===== src/rtl/dsp_ctrl.sv =====
// DSP48 job sequencer: issues len operand reads / result writes, drains the pipeline, then pulses done.
// Optional macro DSP_ACC_EN: accumulate (dot-product) mode with a single result write at address 0.
module dsp_ctrl #(
  parameter int ADDR_WIDTH    = 5,
  parameter int ALUMODE_WIDTH = 4,
  parameter int OPMODE_WIDTH  = 7,
  parameter int INMODE_WIDTH  = 5,
  parameter int DRAIN_CYCLES  = 4,
  parameter logic [OPMODE_WIDTH-1:0] OP_MUL = 7'b0000101,
  parameter logic [OPMODE_WIDTH-1:0] OP_MAC = 7'b0100101
) (
  input  logic                     clk_i,
  input  logic                     rst_ni,
  input  logic                     start_i,
  input  logic [ADDR_WIDTH-1:0]    len_i,
  input  logic                     abort_i,
  output logic [ADDR_WIDTH-1:0]    bram0_r_addr_o,
  output logic                     bram1_web_o,
  output logic [ADDR_WIDTH-1:0]    bram1_w_addr_o,
  output logic [ALUMODE_WIDTH-1:0] alumode_o,
  output logic [OPMODE_WIDTH-1:0]  opmode_o,
  output logic [INMODE_WIDTH-1:0]  inmode_o,
  output logic                     busy_o,
  output logic                     done_o
);

  localparam int DCW = (DRAIN_CYCLES > 1) ? $clog2(DRAIN_CYCLES) : 1;

  typedef enum logic [1:0] {IDLE, RUN, DRAIN, DONE} state_t;

  state_t                  state;
  logic [ADDR_WIDTH-1:0]   idx;
  logic [ADDR_WIDTH-1:0]   len;
  logic [DCW-1:0]          drain_cnt;

  // Controls for the element issued in the coming cycle; outputs are registered from these.
  logic [ADDR_WIDTH-1:0]   iss_idx;
  logic [ADDR_WIDTH-1:0]   iss_len;
  logic                    iss_last;
  logic                    iss_web;
  logic [ADDR_WIDTH-1:0]   iss_waddr;
  logic [OPMODE_WIDTH-1:0] iss_opmode;

  always_comb begin
    iss_idx    = (state == IDLE) ? '0 : idx + 1'b1;
    iss_len    = (state == IDLE) ? len_i : len;
    iss_last   = (iss_idx == iss_len - 1'b1);
`ifdef DSP_ACC_EN
    iss_web    = iss_last;
    iss_waddr  = '0;
    iss_opmode = (iss_idx == '0) ? OP_MUL : OP_MAC;
`else
    iss_web    = 1'b1;
    iss_waddr  = iss_idx;
    iss_opmode = OP_MUL;
`endif
  end

`ifndef DSP_ACC_EN
  logic unused_op_mac;
  assign unused_op_mac = ^OP_MAC;
`endif

  always_ff @(posedge clk_i or negedge rst_ni) begin
    if (!rst_ni) begin
      state          <= IDLE;
      idx            <= '0;
      len            <= '0;
      drain_cnt      <= '0;
      bram0_r_addr_o <= '0;
      bram1_web_o    <= 1'b0;
      bram1_w_addr_o <= '0;
      alumode_o      <= '0;
      opmode_o       <= '0;
      inmode_o       <= '0;
      busy_o         <= 1'b0;
      done_o         <= 1'b0;
    end else begin
      // Outputs fall back to idle values unless the next state drives them.
      bram0_r_addr_o <= '0;
      bram1_web_o    <= 1'b0;
      bram1_w_addr_o <= '0;
      alumode_o      <= '0;
      opmode_o       <= '0;
      inmode_o       <= '0;
      busy_o         <= 1'b0;
      done_o         <= 1'b0;
      case (state)
        IDLE: begin
          if (start_i && !abort_i) begin
            if (len_i != '0) begin
              state          <= RUN;
              idx            <= '0;
              len            <= len_i;
              busy_o         <= 1'b1;
              bram0_r_addr_o <= iss_idx;
              bram1_web_o    <= iss_web;
              bram1_w_addr_o <= iss_waddr;
              opmode_o       <= iss_opmode;
            end else begin
              state  <= DONE;
              done_o <= 1'b1;
            end
          end
        end
        RUN: begin
          if (abort_i) begin
            state <= IDLE;
          end else if (idx == len - 1'b1) begin
            state     <= DRAIN;
            drain_cnt <= '0;
            busy_o    <= 1'b1;
          end else begin
            idx            <= iss_idx;
            busy_o         <= 1'b1;
            bram0_r_addr_o <= iss_idx;
            bram1_web_o    <= iss_web;
            bram1_w_addr_o <= iss_waddr;
            opmode_o       <= iss_opmode;
          end
        end
        DRAIN: begin
          if (abort_i) begin
            state <= IDLE;
          end else if (drain_cnt == DCW'(DRAIN_CYCLES - 1)) begin
            state  <= DONE;
            done_o <= 1'b1;
          end else begin
            drain_cnt <= drain_cnt + 1'b1;
            busy_o    <= 1'b1;
          end
        end
        DONE: begin
          state <= IDLE;
        end
        default: begin
          state <= IDLE;
        end
      endcase
    end
  end

endmodule

===== config.mk =====
export PLATFORM = sky130hd
export DESIGN_NAME = dsp_ctrl
export DESIGN_NICKNAME = d
export VERILOG_FILES = /design/src/rtl/dsp_ctrl.sv
export SDC_FILE = /design/constraint.sdc
export NUM_CORES = 1
export LEC_CHECK = 0
export BUFFER_PORTS_ARGS = -buffer_cell sky130_fd_sc_hd__buf_2
export CORE_MARGIN = 2
export CORE_UTILIZATION = 40
export DETAILED_ROUTE_END_ITERATION = 8
export SYNTH_ARGS = -nofsm -noshare
export SYNTH_HDL_FRONTEND = slang
export SYNTH_SLANG_ARGS = --single-unit

===== constraint.sdc =====
create_clock -name clk_i -period 3.6 [get_ports clk_i]
set_clock_uncertainty 0.1 [all_clocks]
set_input_delay 0.54 -clock clk_i [delete_from_list [all_inputs] [get_ports clk_i]]
set_output_delay 0.54 -clock clk_i [all_outputs]
set_load 0.005 [all_outputs]

==> results of run 1 <==
==> state kept, by name, summed over array words and instances (netlist names) <==
name	count
done_o	1
state	2
busy_o	1
drain_cnt	2
bram1_w_addr_o	5
idx	5
opmode_o	1
len	5
==> critical path, stage by stage (launching register included) <==
cell	delay, ns
dfrtp_1	0.43
inv_1	0.06
ha_1	0.30
xor2_1	0.15
nand2_1	0.09
or3_1	0.46
o21ai_2	0.34
o21ai_0	0.16
==> Yosys cell counts <==
cell       n  area, um^2
clkbuf_8   1        13.8
dfrtp_1   22         551
o31ai_1    1        7.51
o21ai_0    9        45.0
nor2b_1    3        18.8
o31a_2     1        10.0
nor3_1     2        10.0
o21ai_2    1        8.76
or3_1      1        6.26
xnor2_1    4        35.0
nor3b_1    1        7.51
a21oi_1    2        10.0
inv_1      4        15.0
o32a_1     1        10.0
a21boi_0   1        7.51
a22o_2     2        20.0
conb_1     1        3.75
xor2_1     5        43.8
ha_1       3        37.5
nand3_1    7        35.0
or4_2      1        8.76
nand3b_1   2        15.0
buf_2      1        5.00
nand2_1   17        63.8
nand2b_1   3        18.8
buf_4     21         158
nor4b_4    1        23.8
nor2_1    13        48.8
a31oi_1    2        12.5
o22ai_1    3        18.8
o21ai_4    1        16.3
==> through the flow <==
| stage | utilization [%] | setup slack (ns) | cell area [um^2] | power (mW) | std cells |
|---|---|---|---|---|---|
| final | 45.2 | 1.40 | 1380 | 0.764 | 198 |
| after floorplan | - | 1.60 | 1330 | 0.537 | 150 |
| after global routing | 45.2 | 1.26 | 1380 | 0.826 | 198 |
| after CTS | 45.2 | 1.40 | 1380 | 0.771 | 198 |
| after detailed placement | 43.5 | 1.37 | 1330 | 0.579 | 194 |
| after global placement | 43.5 | 1.41 | 1330 | 0.571 | 194 |
==> power by group <==
| group | leakage (nW) | internal [mW] | switching [mW] |
|---|---|---|---|
| Sequential | 0.291 | 0.293 | 0.0551 |
| Combinational | 0.373 | 0.0993 | 0.127 |
| Clock | 0.0279 | 0.113 | 0.0767 |
==> cell type report <==
| cell class | instances | share of cell area [%] |
|---|---|---|
| Clock buffer | 3 | 1.63 |
| Clock inverter | 1 | 2.18 |
| Inverter | 4 | 1.09 |
| Multi-Input combinational cell | 101 | 42.9 |
| Sequential cell | 22 | 39.9 |
| Tap cell | 44 | 3.99 |
| Timing Repair Buffer | 23 | 8.34 |
==> cells in the final DEF, fill, tap and decap left out, drive strengths merged <==
cell type  instances
buf               23
dfrtp             22
nand2             17
conb              14
nor2              13
o21ai             11
nand3              7
xor2               5
inv                4
xnor2              4
nor2b              3
nand2b             3
o22ai              3
ha                 3
clkbuf             3
nand3b             2
a31oi              2
nor3               2
a22o               2
a21oi              2
or4                1
nor4b              1
a21boi             1
or3                1
o31ai              1
o31a               1
o32a               1
nor3b              1
bufinv             1
==> path summary, 6_finish.rpt <==
check	end	slack [ns]	depth (start not counted)
min in group clk_i	len[3]	0.32	3
min reg2reg	len[1]	0.45	2
max reg2reg	idx[4]	1.40	7
max	idx[4]	1.40	7
max in group asynchronous	opmode_o[0]	3.00	1
min	len[1]	0.07	1
==> logic make-up after synthesis <==
family | Yosys count
xor gates and xnor gates | 9
buffers and inverters | 27
AOI/OAI and AO/OA | 24
adders and majority gates | 3
other | 1
DFF | 22
and+or+nand+nor | 51
==> layer usage <==
metal,track usage [%],up-vias,share of wire [%]
met5,0,-,0
met4,1.86,0,0
met3,4.48,0,6.6
met2,21.2,32,46
met1,18.5,414,47
li1,-,469,-
==> flow_metrics.tcl, run 1 <==
set metrics [dict create \
    status "complete, no violations" \
    synthAdderAreaFrac_pct 2.92 \
    worstPathArrival_ns 2.29 \
    grt_max_degree 23 \
    multi_input_comb_area_um2 592 \
    crit_start "len[0]" \
    maxCapViolations 0 \
    syn_to_final_growth_pct 7.40 \
    dieHeight_um 60.7 \
    yosysSeqAreaShare_pct 42.8 \
    via_per_inst 4.62 \
    yosys.area_share.simple_pct 20.0 \
    cts-root-buf "clkbuf_4" \
    relSlewSlack_pct 56.6 \
    hold_buffers 0 \
    crit_path_max_fanout 10 \
    core_area_um2 3050 \
    final_hold_viol_count 0 \
    nNetsFinal 167 \
    io_pins 38 \
    drc_errors 0 \
    clock.fmax_ghz 0.454 \
    grt_pass1_wl_um 3730 \
    cts_buffers 3 \
    cts_setup_buffers 0 \
    hpwl_um 1640 \
    initial_core_util_pct 42.1 \
    seqCellArea_um2 551 \
    path_clk_slew_ns 0.12 \
    drive_above_1_share_pct 22.1 \
    netlist_instances 137 \
    die_x_um 60.7 \
    cp-end-kind "flip-flop" \
    drt_pass1_iterations 4 \
    ys_types 31 \
    antenna_cells 0 \
    post_cts_resized 0 \
    routedWlPerCell_um 10.9 \
    ys_ff_latch 22 \
    cts.sinks 22 \
    min_period_ns 2.20 \
    die_area_um2 3680 \
    place_congestion 0.799 \
    globalRouteOverflowTotal 0 \
    setup_viol 0 \
    grt_usage_pct 13.4 \
    cts_tree "yes" \
    yosys-mux-area-fraction_pct 0 \
    cellLeakagePower_nw 0.692 \
    antenna_found_initial 0 \
    drtIter0Drc 20 \
    syn-cell-area_um2 1280 \
    nFillCells 324 \
    synth_compound_area_share_pct 13.0 \
    p_per_area_nw_per_um2 553 \
    rows 20 \
    r2r_start "len[0]" \
    cts_buffer_depth 2 \
    clock_latency_ns 0.31 \
    hold_ws_ns 0.0658 \
    vias 915 \
    max-vdd-ir-drop_uv 269 \
    synth_xor_area_share_pct 6.13 \
    rsz0062_at_grt "no" \
    drt_wl_total_um 2150 \
    drtAntennaViolNets 0 \
    synth_warnings 0 \
    grt_pass1_vias 843 \
    avgSynthCellArea_um2 9.38 \
    hold_path.class "in -> async" \
    period_share_pct 61.2 \
    slew_violations 0 \
    tns_ns 0 \
    io_buffers 23 \
    critPathKind "reg -> reg" \
    crit_path_start_kind "flip-flop" \
    synth_top_family_by_area "simple AND/OR/NAND/NOR gates" \
    critPathRequiredTime_ns 3.69 \
    worst_slew_pin_slew_ns 0.646 \
    h-tree-depth 1 \
]
Note: power is estimated with default switching activity, not from simulation.
==> run 2, diff against run 1 <==
==> constraint.sdc (replaced) <==
create_clock -name clk_i -period 2.1 [get_ports clk_i]
set_clock_uncertainty 0.1 [all_clocks]
set_input_delay 0.315 -clock clk_i [delete_from_list [all_inputs] [get_ports clk_i]]
set_output_delay 0.315 -clock clk_i [all_outputs]
set_load 0.005 [all_outputs]
==> run 2 against run 1 <==
Net effect: cell count rose by 2.5%; first-iteration DRC count fell by 50%; critical path depth did not move; highest routed layer is now met4; core utilization rose by 1.0 points; sequential share of layout area fell by 0.88 points; routed wire length rose by 6.7%; clock power barely moved; setup slack got worse by 1.3 ns; largest cell class unchanged; cell area rose by 2.3%; global-route usage rose by 0.17 points; critical endpoint is now state[1]; die area did not move.
==> flow_metrics.tcl, run 2 (synthesized netlist as in run 1, its figures left out) <==
set metrics [dict create \
    status "complete, no violations" \
    drtIter0Drc 10 \
    via_per_inst 4.74 \
    cp-end-kind "flip-flop" \
    cts-root-buf "clkbuf_4" \
    largestRegisters "bram1_w_addr_o (5), idx (5), len (5)" \
    cts_buffers 3 \
    initial_core_util_pct 42.1 \
    hpwl_um 1750 \
    crit_path_start_kind "flip-flop" \
    fin_util_pct 46.2 \
    maxCapViolations 0 \
    vias 962 \
    cellLeakagePower_nw 0.705 \
    nNetsFinal 173 \
    antenna_cells 0 \
    cts.sinks 22 \
    grt_pass1_wl_um 3750 \
    core_area_um2 3050 \
    fin_ws_ns 0.114 \
    die_x_um 60.7 \
    slew_violations 0 \
    drtAntennaViolNets 0 \
    final_cell_mix "23 x buf_2, 22 x dfrtp_1, 17 x nand2_1, 14 x conb_1, 13 x nor2_1" \
    period_share_pct 94.6 \
    cts_tree "yes" \
    routedWlPerCell_um 11.3 \
    setup_viol 0 \
    h-tree-depth 1 \
    path_clk_slew_ns 0.12 \
    postPlaceCellArea_um2 1360 \
    place_congestion 0.826 \
    ff2ff_setup_slack_ns 0.11 \
    relSlewSlack_pct 64.4 \
    globalRouteOverflowTotal 0 \
    grt_max_degree 23 \
    drive_above_1_share_pct 24.5 \
    cts_setup_buffers 0 \
    final_hold_viol_count 0 \
    drc_errors 0 \
    io_pins 38 \
    grt_usage_pct 13.6 \
    max-vdd-ir-drop_uv 264 \
    p_per_area_nw_per_um2 865 \
    worstPathArrival_ns 2.13 \
    drt_wl_total_um 2300 \
    antenna_found_initial 0 \
    design_area_um2 1410 \
    drt_pass1_iterations 6 \
    io_buffers 23 \
    syn_to_final_growth_pct 9.83 \
    pre_cts_ws_ns -0.00936 \
    rsz0062_at_grt "no" \
    critPathRequiredTime_ns 2.24 \
    min_period_ns 1.99 \
    grt_pass1_vias 875 \
    clock.fmax_ghz 0.504 \
    hold_path.class "in -> reg" \
    critPathKind "reg -> reg" \
    cts_buffer_depth 2 \
    nFillCells 323 \
    die_area_um2 3680 \
    worst_slew_pin_slew_ns 0.533 \
    rows 20 \
    dieHeight_um 60.7 \
    final_common_cell "buf_2" \
    crit_path_max_fanout 6 \
    clock_latency_ns 0.30 \
]
==> run 2: final timing paths <==
kind | start | to | cells past startpoint
max in group asynchronous | rst_ni | idx[1] | 2
worst min-delay path | len_i[0] | len[0] | 3
min in group asynchronous | rst_ni | state[1] | 2
worst max-delay path | len[1] | state[1] | 7
worst max register to register | len[1] | state[1] | 7
worst min register to register | len[1] | len[1] | 2
==> run 2: timing repair <==
item                                    CTS  global route
pin swaps                                 0             1
endpoints found under the hold margin    22             0
resized for setup                         1             1
hold buffers                              1             0
gates cloned                              0             1
endpoints found under the setup margin    4             9
==> run 2: per-layer routing <==
| layer | up-vias | share of wire, % | GRT usage, % |
|---|---|---|---|
| met5 | - | 0 | 0 |
| met4 | 0 | 1.0 | 4.66 |
| met3 | 4 | 4.7 | 2.56 |
| met2 | 30 | 47 | 22.3 |
| met1 | 450 | 47 | 18.0 |
| li1 | 478 | - | - |
==> run 2: power breakdown <==
part | total (mW) | leakage (nW) | switching [mW] | internal (mW)
Sequential | 0.595 | 0.291 | 0.0927 | 0.502
Clock | 0.189 | 0.0138 | 0.122 | 0.0669
Combinational | 0.438 | 0.400 | 0.243 | 0.195
Total | 1.22 | 0.705 | 0.458 | 0.764
==> run 2: layout make-up <==
| type | instances | area (um^2) | area share [%] |
|---|---|---|---|
| multi-input combinational | 102 | 613 | 43.4 |
| inverter | 4 | 15.0 | 1.06 |
| tap | 44 | 55.1 | 3.90 |
| timing repair buffer | 28 | 155 | 11.0 |
| clock buffer | 3 | 22.5 | 1.60 |
| sequential | 22 | 551 | 39.0 |
==> run 2: through the flow <==
step	setup TNS, ns	hold WS [ns]	instances	power, mW
final	0	0.112	203	1.22
after global routing	0	0.0987	203	1.32
after CTS	0	0.106	202	1.21
after detailed placement	-0.00936	0.209	198	1.01
after global placement	0	0.201	198	0.992
after floorplan	0	-0.0806	150	0.921
==> run 2: worst max-delay path, cell delays in order, from the launching register on <==
cell and delay [ns]:
dfrtp_1 0.40, inv_1 0.05, ha_1 0.28, xor2_1 0.14, nand2_1 0.08, or3_4 0.44
o32a_1 0.34, nor2_1 0.09
